<file path="src/rtl/matrix_pkg.sv">
// Shared sizing defaults and loader state encoding for the matrix-multiply datapath.
package matrix_pkg;

  localparam int DEF_DATA_W = 8;
  localparam int DEF_ROWS   = 4;
  localparam int DEF_INNER  = 8;
  localparam int DEF_COLS   = 4;

  typedef enum logic [1:0] {
    IDLE   = 2'b00,
    LOAD_A = 2'b01,
    LOAD_X = 2'b10,
    DONE   = 2'b11
  } load_state_t;

  // One counter walks both phases, so it is sized for the larger matrix.
  function automatic int cnt_width(input int a_n, input int x_n);
    return $clog2((a_n > x_n) ? a_n : x_n);
  endfunction

  localparam int DEF_CNT_W = cnt_width(DEF_ROWS * DEF_INNER, DEF_INNER * DEF_COLS);

endpackage

</file>
<file path="src/rtl/loader_regfile.sv">
// A (row-major) and X (column-major) operand banks, written by stream index,
// with a one-cycle registered read port that returns pre-write data on collisions.
module loader_regfile
  import matrix_pkg::*;
#(
  parameter int DATA_W = DEF_DATA_W,
  parameter int ROWS   = DEF_ROWS,
  parameter int INNER  = DEF_INNER,
  parameter int COLS   = DEF_COLS,
  parameter int CNT_W  = DEF_CNT_W
) (
  input  logic                       clk,
  input  logic                       rst,
  input  logic                       we_i,
  input  logic                       sel_x_i,
  input  logic [CNT_W-1:0]           cnt_i,
  input  logic [DATA_W-1:0]          wdata_i,
  input  logic [$clog2(INNER)-1:0]   rd_k_i,
  input  logic [$clog2(COLS)-1:0]    rd_col_i,
  output logic [ROWS*DATA_W-1:0]     a_col_o,
  output logic [DATA_W-1:0]          x_o
);

  localparam int A_N  = ROWS * INNER;
  localparam int X_N  = INNER * COLS;
  localparam int AI_W = $clog2(A_N);
  localparam int XI_W = $clog2(X_N);

  // Stream order equals flat storage order: A[r][k] at r*INNER+k, X[k][c] at c*INNER+k.
  logic [DATA_W-1:0]      a_q [A_N];
  logic [DATA_W-1:0]      x_q [X_N];
  logic [ROWS*DATA_W-1:0] a_col_q, a_col_d;
  logic [DATA_W-1:0]      x_out_q, x_out_d;

  always_comb begin
    a_col_d = '0;
    x_out_d = '0;
    if (int'(rd_k_i) < INNER) begin
      for (int r = 0; r < ROWS; r++) begin
        a_col_d[r*DATA_W +: DATA_W] = a_q[AI_W'(r * INNER + int'(rd_k_i))];
      end
      if (int'(rd_col_i) < COLS) begin
        x_out_d = x_q[XI_W'(int'(rd_col_i) * INNER + int'(rd_k_i))];
      end
    end
  end

  always_ff @(posedge clk or negedge rst) begin
    if (!rst) begin
      for (int i = 0; i < A_N; i++) a_q[i] <= '0;
      for (int i = 0; i < X_N; i++) x_q[i] <= '0;
      a_col_q <= '0;
      x_out_q <= '0;
    end else begin
      if (we_i && !sel_x_i && int'(cnt_i) < A_N) a_q[AI_W'(cnt_i)] <= wdata_i;
      if (we_i && sel_x_i && int'(cnt_i) < X_N)  x_q[XI_W'(cnt_i)] <= wdata_i;
      a_col_q <= a_col_d;
      x_out_q <= x_out_d;
    end
  end

  assign a_col_o = a_col_q;
  assign x_o     = x_out_q;

endmodule

</file>
<file path="src/rtl/input_loader.sv">
// Streams matrix A then X into the operand banks under valid/ready, pulses xload_done
// once both are complete; ready is a pure state decode, so a stalled valid only pauses.
module input_loader
  import matrix_pkg::*;
#(
  parameter int DATA_W = DEF_DATA_W,
  parameter int ROWS   = DEF_ROWS,
  parameter int INNER  = DEF_INNER,
  parameter int COLS   = DEF_COLS
) (
  input  logic                       clk,
  input  logic                       rst,
  input  logic                       input_load_en,
  input  logic [DATA_W-1:0]          data_in,
  input  logic                       data_valid,
  output logic                       data_ready,
  output logic                       xload_done,
  input  logic [$clog2(INNER)-1:0]   rd_k,
  input  logic [$clog2(COLS)-1:0]    rd_col,
  output logic [ROWS*DATA_W-1:0]     a_col_out,
  output logic [DATA_W-1:0]          x_out
);

  localparam int CNT_W = cnt_width(ROWS * INNER, INNER * COLS);
  localparam logic [CNT_W-1:0] A_LAST = CNT_W'(ROWS * INNER - 1);
  localparam logic [CNT_W-1:0] X_LAST = CNT_W'(INNER * COLS - 1);

  load_state_t      state_q, state_d;
  logic [CNT_W-1:0] cnt_q, cnt_d;
  logic             accept;

  assign data_ready = (state_q == LOAD_A) || (state_q == LOAD_X);
  assign xload_done = (state_q == DONE);
  assign accept     = data_valid && data_ready;

  always_comb begin
    state_d = state_q;
    cnt_d   = cnt_q;
    case (state_q)
      IDLE: begin
        cnt_d = '0;
        if (input_load_en) state_d = LOAD_A;
      end
      LOAD_A: begin
        if (!input_load_en) begin
          state_d = IDLE;
          cnt_d   = '0;
        end else if (accept) begin
          if (cnt_q == A_LAST) begin
            state_d = LOAD_X;
            cnt_d   = '0;
          end else begin
            cnt_d = cnt_q + CNT_W'(1);
          end
        end
      end
      LOAD_X: begin
        if (!input_load_en) begin
          state_d = IDLE;
          cnt_d   = '0;
        end else if (accept) begin
          if (cnt_q == X_LAST) begin
            state_d = DONE;
            cnt_d   = '0;
          end else begin
            cnt_d = cnt_q + CNT_W'(1);
          end
        end
      end
      default: state_d = IDLE; // DONE lasts one cycle regardless of input_load_en
    endcase
  end

  always_ff @(posedge clk or negedge rst) begin
    if (!rst) begin
      state_q <= IDLE;
      cnt_q   <= '0;
    end else begin
      state_q <= state_d;
      cnt_q   <= cnt_d;
    end
  end

  loader_regfile #(
    .DATA_W (DATA_W),
    .ROWS   (ROWS),
    .INNER  (INNER),
    .COLS   (COLS),
    .CNT_W  (CNT_W)
  ) u_regfile (
    .clk      (clk),
    .rst      (rst),
    .we_i     (accept),
    .sel_x_i  (state_q == LOAD_X),
    .cnt_i    (cnt_q),
    .wdata_i  (data_in),
    .rd_k_i   (rd_k),
    .rd_col_i (rd_col),
    .a_col_o  (a_col_out),
    .x_o      (x_out)
  );

endmodule

</file>
<file path="config.mk">
export PLATFORM = sky130hd
export DESIGN_NAME = input_loader
export DESIGN_NICKNAME = d
export VERILOG_FILES = /design/src/rtl/matrix_pkg.sv /design/src/rtl/loader_regfile.sv /design/src/rtl/input_loader.sv
export SDC_FILE = /design/constraint.sdc
export NUM_CORES = 1
export LEC_CHECK = 0
export ABC_AREA = 1
export ABC_CLOCK_PERIOD_IN_PS = 2200
export BUFFER_PORTS_ARGS = -buffer_cell sky130_fd_sc_hd__buf_2
export CAP_MARGIN = 10
export CORE_MARGIN = 2
export CORE_UTILIZATION = 39
export DETAILED_ROUTE_END_ITERATION = 10
export PLACE_DENSITY = 0.6
export SYNTH_ARGS = -nofsm -noshare
export SYNTH_HDL_FRONTEND = slang
export SYNTH_SLANG_ARGS = --single-unit
</file>
<file path="constraint.sdc">
create_clock -name clk -period 2.2 [get_ports clk]
set_input_delay 0.66 -clock clk [delete_from_list [all_inputs] [get_ports clk]]
set_output_delay 0.66 -clock clk [all_outputs]
set_load 0.01 [all_outputs]
</file>
==> results.json, run 1 <==
{
  "max-cap-violations": 0,
  "syn_area_per_cell_um2": 8.27,
  "hold_path_end": "u_regfile.a_q[247]$_DFFE_PN0P_",
  "final_common_cell": "nand2_1",
  "grt_pass1_wl_um": 111000,
  "numCtsBuffers": 57,
  "synth_fa_ha_area_share_pct": 0.457,
  "fp.dieH_um": 255,
  "io_pins": 59,
  "rrSetupSlack_ns": 0.20,
  "drive_above_1_share_pct": 10.6,
  "yosysSeqAreaShare_pct": 56.8,
  "antenna_cells": 0,
  "via_per_inst": 5.25,
  "arrival_ns": 1.51,
  "setup_ws_ns": 0.0265,
  "cts_buffer_depth": 3,
  "final-seq-area_mm2": 0.0140,
  "hold_viol_final": 0,
  "final_cell_mix": "nand2_1 (908), dfrtp_1 (559), o21ai_0 (374), nor2_1 (229), nand3_1 (209)",
  "rsz0062_at_grt": "false",
  "period_share_pct": 98.8,
  "grt_pass1_vias": 19700,
  "gp_congestion": 0.817,
  "grt_util_all_layers_pct": 21.1,
  "std_cell_rows": 92,
  "critPathKind": "reg -> out",
  "wirelength_um": 69000,
  "critical_path.cell_chain": "ha_1 -> buf_2",
  "initial_core_util_pct": 39.3,
  "post-dp-hpwl_um": 43200,
  "syn2layout_area_growth_pct": 15.0,
  "ys_ff_latch": 559,
  "min_path_cells": 3,
  "grt_max_degree": 71,
  "end_kind": "output pin",
  "yosysWarnings": 0,
  "r2r_cells": 9,
  "syn_inst": 2981,
  "r2r-start": "state_q[0]$_DFFE_PN0P_",
  "worst_slew_pin_slew_ns": 0.528,
  "num-fill-cells": 6100,
  "synthesis.nets": 3007,
  "postLayoutCellArea_mm2": 0.0283,
  "power_density_mw_per_mm2": 869,
  "multi_input_area_mm2": 0.00952,
  "die_area_mm2": 0.0652,
  "clk_pin_slew_ns": 0.06,
  "cts_tree": "done",
  "critPathSlowestCell": "dfrtp_1",
  "ys_types": 24,
  "maxSlewViolCount": 0,
  "min_path_type": "in -> reg",
  "setup_viol": 0,
  "cts_root_buffer": "clkbuf_16",
  "synth_xor_area_share_pct": 0,
  "synth_compound_area_share_pct": 15.2,
  "place_inst": 3784,
  "nets": 3026,
  "synth_top_family_by_area": "simple AND/OR/NAND/NOR gates",
  "hold_start": "data_in[7]",
  "port_buffers": 58,
  "fin_worst_skew_ns": 0.0245,
  "maxSlewHeadroom_pct": 64.8,
  "firstDrtPassIters": 6,
  "worst_r2r_endpoint": "u_regfile.a_q[86]$_DFFE_PN0P_",
  "clk_latency_ns": 0.62,
  "start_kind": "flop",
  "required_ns": 1.54,
  "core_area_mm2": 0.0627,
  "synthSimpleGateAreaFrac_pct": 22.9,
  "fin_crit_ns": 2.17,
  "crit_fanout": 3,
  "ant_nets": 0,
  "drt_iter0_drc": 2048,
  "wl_per_cell_um": 17.8,
  "slowest_delay_ns": 0.39,
  "worst_ir_drop_vdd_uv": 659,
  "syn-cell-area_mm2": 0.0246,
  "die_x_um": 255,
  "clock_sinks": 559,
  "place_ws_ns": 0.182,
  "antenna_found_initial": 1,
  "place_area_mm2": 0.0264,
  "status": "finished, final reports clean",
  "htreeDepth": 2,
  "num_vias": 20400,
  "overflow": 0,
  "fin_tns_setup_ns": 0,
  "muxShareOfSynthArea_pct": 0,
  "fmax_mhz": 460,
  "final-instance-count-excl-fill": 3887,
  "drcViolationCount": 0,
  "power_leakage_uw": 0.0130
}
==> how the worst max path moves through the flow <==
stage,from,slack (ns),end
after floorplan,state_q[0]$_DFFE_PN0P_,0.32,u_regfile.a_q[45]$_DFFE_PN0P_
after global placement,rd_k[0],0.17,u_regfile.a_col_o[3]$_DFF_PN0_
after detailed placement,rd_k[0],0.18,u_regfile.x_o[2]$_DFF_PN0_
after CTS,state_q[0]$_DFFE_PN0P_,0.001,data_ready
after global routing,state_q[0]$_DFFE_PN0P_,0.004,xload_done
final,state_q[0]$_DFFE_PN0P_,0.03,xload_done
==> area by class of cell <==
cell class	count	area share, %
Clock buffer	90	6.11
Clock inverter	10	0.481
Multi-Input combinational cell	2140	33.6
Sequential cell	559	49.4
Tap cell	846	3.74
Inverter	63	0.861
Timing Repair Buffer	179	5.87
==> metrics by stage <==
step,util (%),power (uW),hold WS (ns)
after floorplan,-,13600,0.364
after global placement,42.1,14800,0.461
after detailed placement,42.1,14900,0.468
after CTS,45.2,24800,0.313
after global routing,45.2,25700,0.343
final,45.2,24600,0.349
==> synthesized netlist by cell type <==
library cell | n | area share [%]
nand3_1 | 209 | 4.2
o21ai_1 | 192 | 3.9
nand2_2 | 18 | 0.46
ha_1 | 9 | 0.46
a31oi_1 | 32 | 0.81
nand4_1 | 1 | 0.025
buf_6 | 2 | 0.091
nand2_1 | 908 | 14
o21ai_0 | 374 | 7.6
a21oi_1 | 141 | 2.9
nor3_1 | 1 | 0.020
nand3_2 | 7 | 0.28
inv_1 | 58 | 0.88
clkinv_1 | 1 | 0.015
nor2_1 | 229 | 3.5
clkbuf_1 | 155 | 2.4
nor2_2 | 13 | 0.33
buf_1 | 14 | 0.21
o22ai_1 | 1 | 0.025
inv_2 | 4 | 0.061
nor2_4 | 5 | 0.23
buf_4 | 7 | 0.21
dfrtp_1 | 559 | 57
buf_2 | 41 | 0.83
==> registers in the layout, summed over array words and instances, names as in the netlist <==
register and flops:
cnt_q 5, u_regfile.x_q 256, u_regfile.a_col_o 32, u_regfile.x_o 8
u_regfile.a_q 256, state_q 2
==> worst max-delay path, delay by kind of cell, from the launching register on <==
family | cells | cell delay [ns]
buffers and inverters | 1 | 0.18
flip-flops | 1 | 0.39
adder cells (fa/ha/maj) | 1 | 0.32
==> report_power, final <==
group	internal [uW]	total (uW)	switching, uW
clock network	5700	9760	4060
registers	11100	11500	389
logic	1140	3360	2210
total	17900	24600	6670
==> kinds of logic after synthesis <==
| family | count (synthesis) |
|---|---|
| simple gates | 1391 |
| compound gates | 740 |
| flops | 559 |
| buf+inv | 282 |
| fa+ha+maj | 9 |
==> layer usage <==
metal	vias to the layer above	GRT usage (%)	routed length (um)
met3	121	2.45	3400
met1	9954	29.0	30600
li1	9804	-	-
met4	0	7.86	2180
met2	533	34.5	32800
met5	-	0	0
==> what timing repair did <==
| item | CTS | global route |
|---|---|---|
| hold endpoints to repair | 24 | 0 |
| hold buffers | 1 | 0 |
| pin swaps | 0 | 1 |
| setup buffers | 1 | 1 |
| resized for setup | 4 | 1 |
| endpoints found under the setup margin | 1 | 1 |
Power figures use the tool's default switching activity.
==> run 2, diff against run 1 <==
GPL_TIMING_DRIVEN = 0   (was unset)
==> results.json, run 2 (same netlist as run 1, synthesis figures left out) <==
{
  "std_cell_rows": 92,
  "hold_start": "data_in[5]",
  "power_density_mw_per_mm2": 896,
  "grt_util_all_layers_pct": 24.9,
  "antenna_cells": 0,
  "maxSlewViolCount": 0,
  "min_path_cells": 3,
  "num_vias": 21200,
  "required_ns": 1.54,
  "r2r-start": "cnt_q[1]$_DFFE_PN0P_",
  "worst_slew_pin_slew_ns": 1.02,
  "clk_latency_ns": 0.63,
  "firstDrtPassIters": 6,
  "hold_path_end": "u_regfile.a_q[245]$_DFFE_PN0P_",
  "wl_per_cell_um": 20.1,
  "cts_buffer_depth": 3,
  "grt_pass1_wl_um": 126000,
  "critPathKind": "reg -> out",
  "syn2layout_area_growth_pct": 14.7,
  "post-dp-hpwl_um": 57500,
  "fin_crit_ns": 2.17,
  "die_area_mm2": 0.0652,
  "fmax_mhz": 462,
  "drt_iter0_drc": 2233,
  "port_buffers": 56,
  "rrSetupSlack_ns": 0.09,
  "grt_max_degree": 118,
  "overflow": 0,
  "drive_above_1_share_pct": 9.88,
  "io_pins": 59,
  "postLayoutCellArea_mm2": 0.0283,
  "end_kind": "output pin",
  "drcViolationCount": 0,
  "ant_nets": 0,
  "htreeDepth": 2,
  "fin_worst_skew_ns": 0.0307,
  "cts_tree": "done",
  "wirelength_um": 80000,
  "clock_sinks": 559,
  "initial_core_util_pct": 39.3,
  "r2r_cells": 8,
  "core_area_mm2": 0.0627,
  "status": "finished, final reports clean",
  "power_leakage_uw": 0.0128,
  "nets": 3117,
  "setup_viol": 0,
  "clk_pin_slew_ns": 0.06,
  "period_share_pct": 98.5,
  "gp_congestion": 0.895,
  "via_per_inst": 5.32,
  "maxSlewHeadroom_pct": 32.0,
  "cts_root_buffer": "clkbuf_16",
  "max-cap-violations": 0,
  "arrival_ns": 1.51,
  "final_common_cell": "nand2_1",
  "hold_viol_final": 0,
  "numCtsBuffers": 57,
  "die_x_um": 255,
  "final_cell_mix": "nand2_1 (893), dfrtp_1 (559), o21ai_0 (374), nor2_1 (224), nand3_1 (206)",
  "fin_tns_setup_ns": 0,
  "min_path_type": "in -> reg",
  "place_area_mm2": 0.0261,
  "grt_pass1_vias": 20400,
  "fp.dieH_um": 255,
  "worst_r2r_endpoint": "u_regfile.a_q[150]$_DFFE_PN0P_",
  "crit_fanout": 3,
  "antenna_found_initial": 0,
  "start_kind": "flop",
  "worst_ir_drop_vdd_uv": 565
}
run 2: cell types whose count changed in the layout (fill, tap and decap cells not counted), sizes merged:
cell	previous run	this run
inv	63	64
clkinvlp	0	4
bufinv	3	8
clkinv	7	11
clkbuf	90	212
buf	178	138
run 2: how the worst max path moves through the flow:
| stage | start | to | slack [ns] | depth (start not counted) |
|---|---|---|---|---|
| 3_3_place_gp | rst | u_regfile.x_q[8]$_DFFE_PN0P_ | -11.37 | 1 |
| 5_1_grt | state_q[0]$_DFFE_PN0P_ | xload_done | -0.01 | 3 |
| 2_1_floorplan | state_q[0]$_DFFE_PN0P_ | u_regfile.a_q[45]$_DFFE_PN0P_ | 0.32 | 9 |
| 4_1_cts | state_q[0]$_DFFE_PN0P_ | u_regfile.x_q[6]$_DFFE_PN0P_ | 0.0007 | 9 |
| 6_report | state_q[0]$_DFFE_PN0P_ | xload_done | 0.03 | 3 |
| 3_5_place_dp | rd_k[1] | u_regfile.a_col_o[26]$_DFF_PN0_ | -0.74 | 7 |
run 2: metal layers:
metal	track usage, %	vias to the layer above	part of all wire, %
met5	0	-	0
li1	-	9993	-
met1	36.1	10300	45
met4	8.74	0	3.7
met2	37.7	766	45
met3	4.00	152	7.1
run 2: repair_timing:
item,CTS,global route
cloned,0,0
hold endpoints to repair,50,0
buffers inserted,3,5
setup endpoints to repair,357,249
pin swaps,2,1
resized for setup,35,51
hold buffers,1,0
run 2: where the power goes:
group	switching, uW	internal (uW)
clock network	4210	6000
registers	459	11100
logic	2410	1130
total	7080	18200
run 2: area by class of cell:
cell class | instances | area [um^2]
Fill cell | 6287 | 34500
Sequential cell | 559 | 14000
Multi-Input combinational cell | 2140 | 9640
Clock buffer | 81 | 1600
Tap cell | 846 | 1060
Buffer | 200 | 875
Timing Repair Buffer | 70 | 504
Clock inverter | 24 | 360
Inverter | 63 | 239
run 2: stage by stage:
stage	setup slack [ns]	std cells	hold slack [ns]	power [uW]	utilization, %
finish	0.0337	3983	0.343	25300	45.0
global route	-0.0148	3983	0.336	26400	45.0
CTS	0.000749	3994	0.312	25300	45.0
detailed placement	-0.737	3888	0.469	15000	41.6
global placement	-11.37	3883	0.460	14900	41.4
floorplan	0.317	2981	0.364	13600	-
run 2: critical path, stage by stage, from the launching register on:
cell	delay, ns
dfrtp_1	0.41
buf_4	0.15
ha_2	0.19
buf_2	0.14
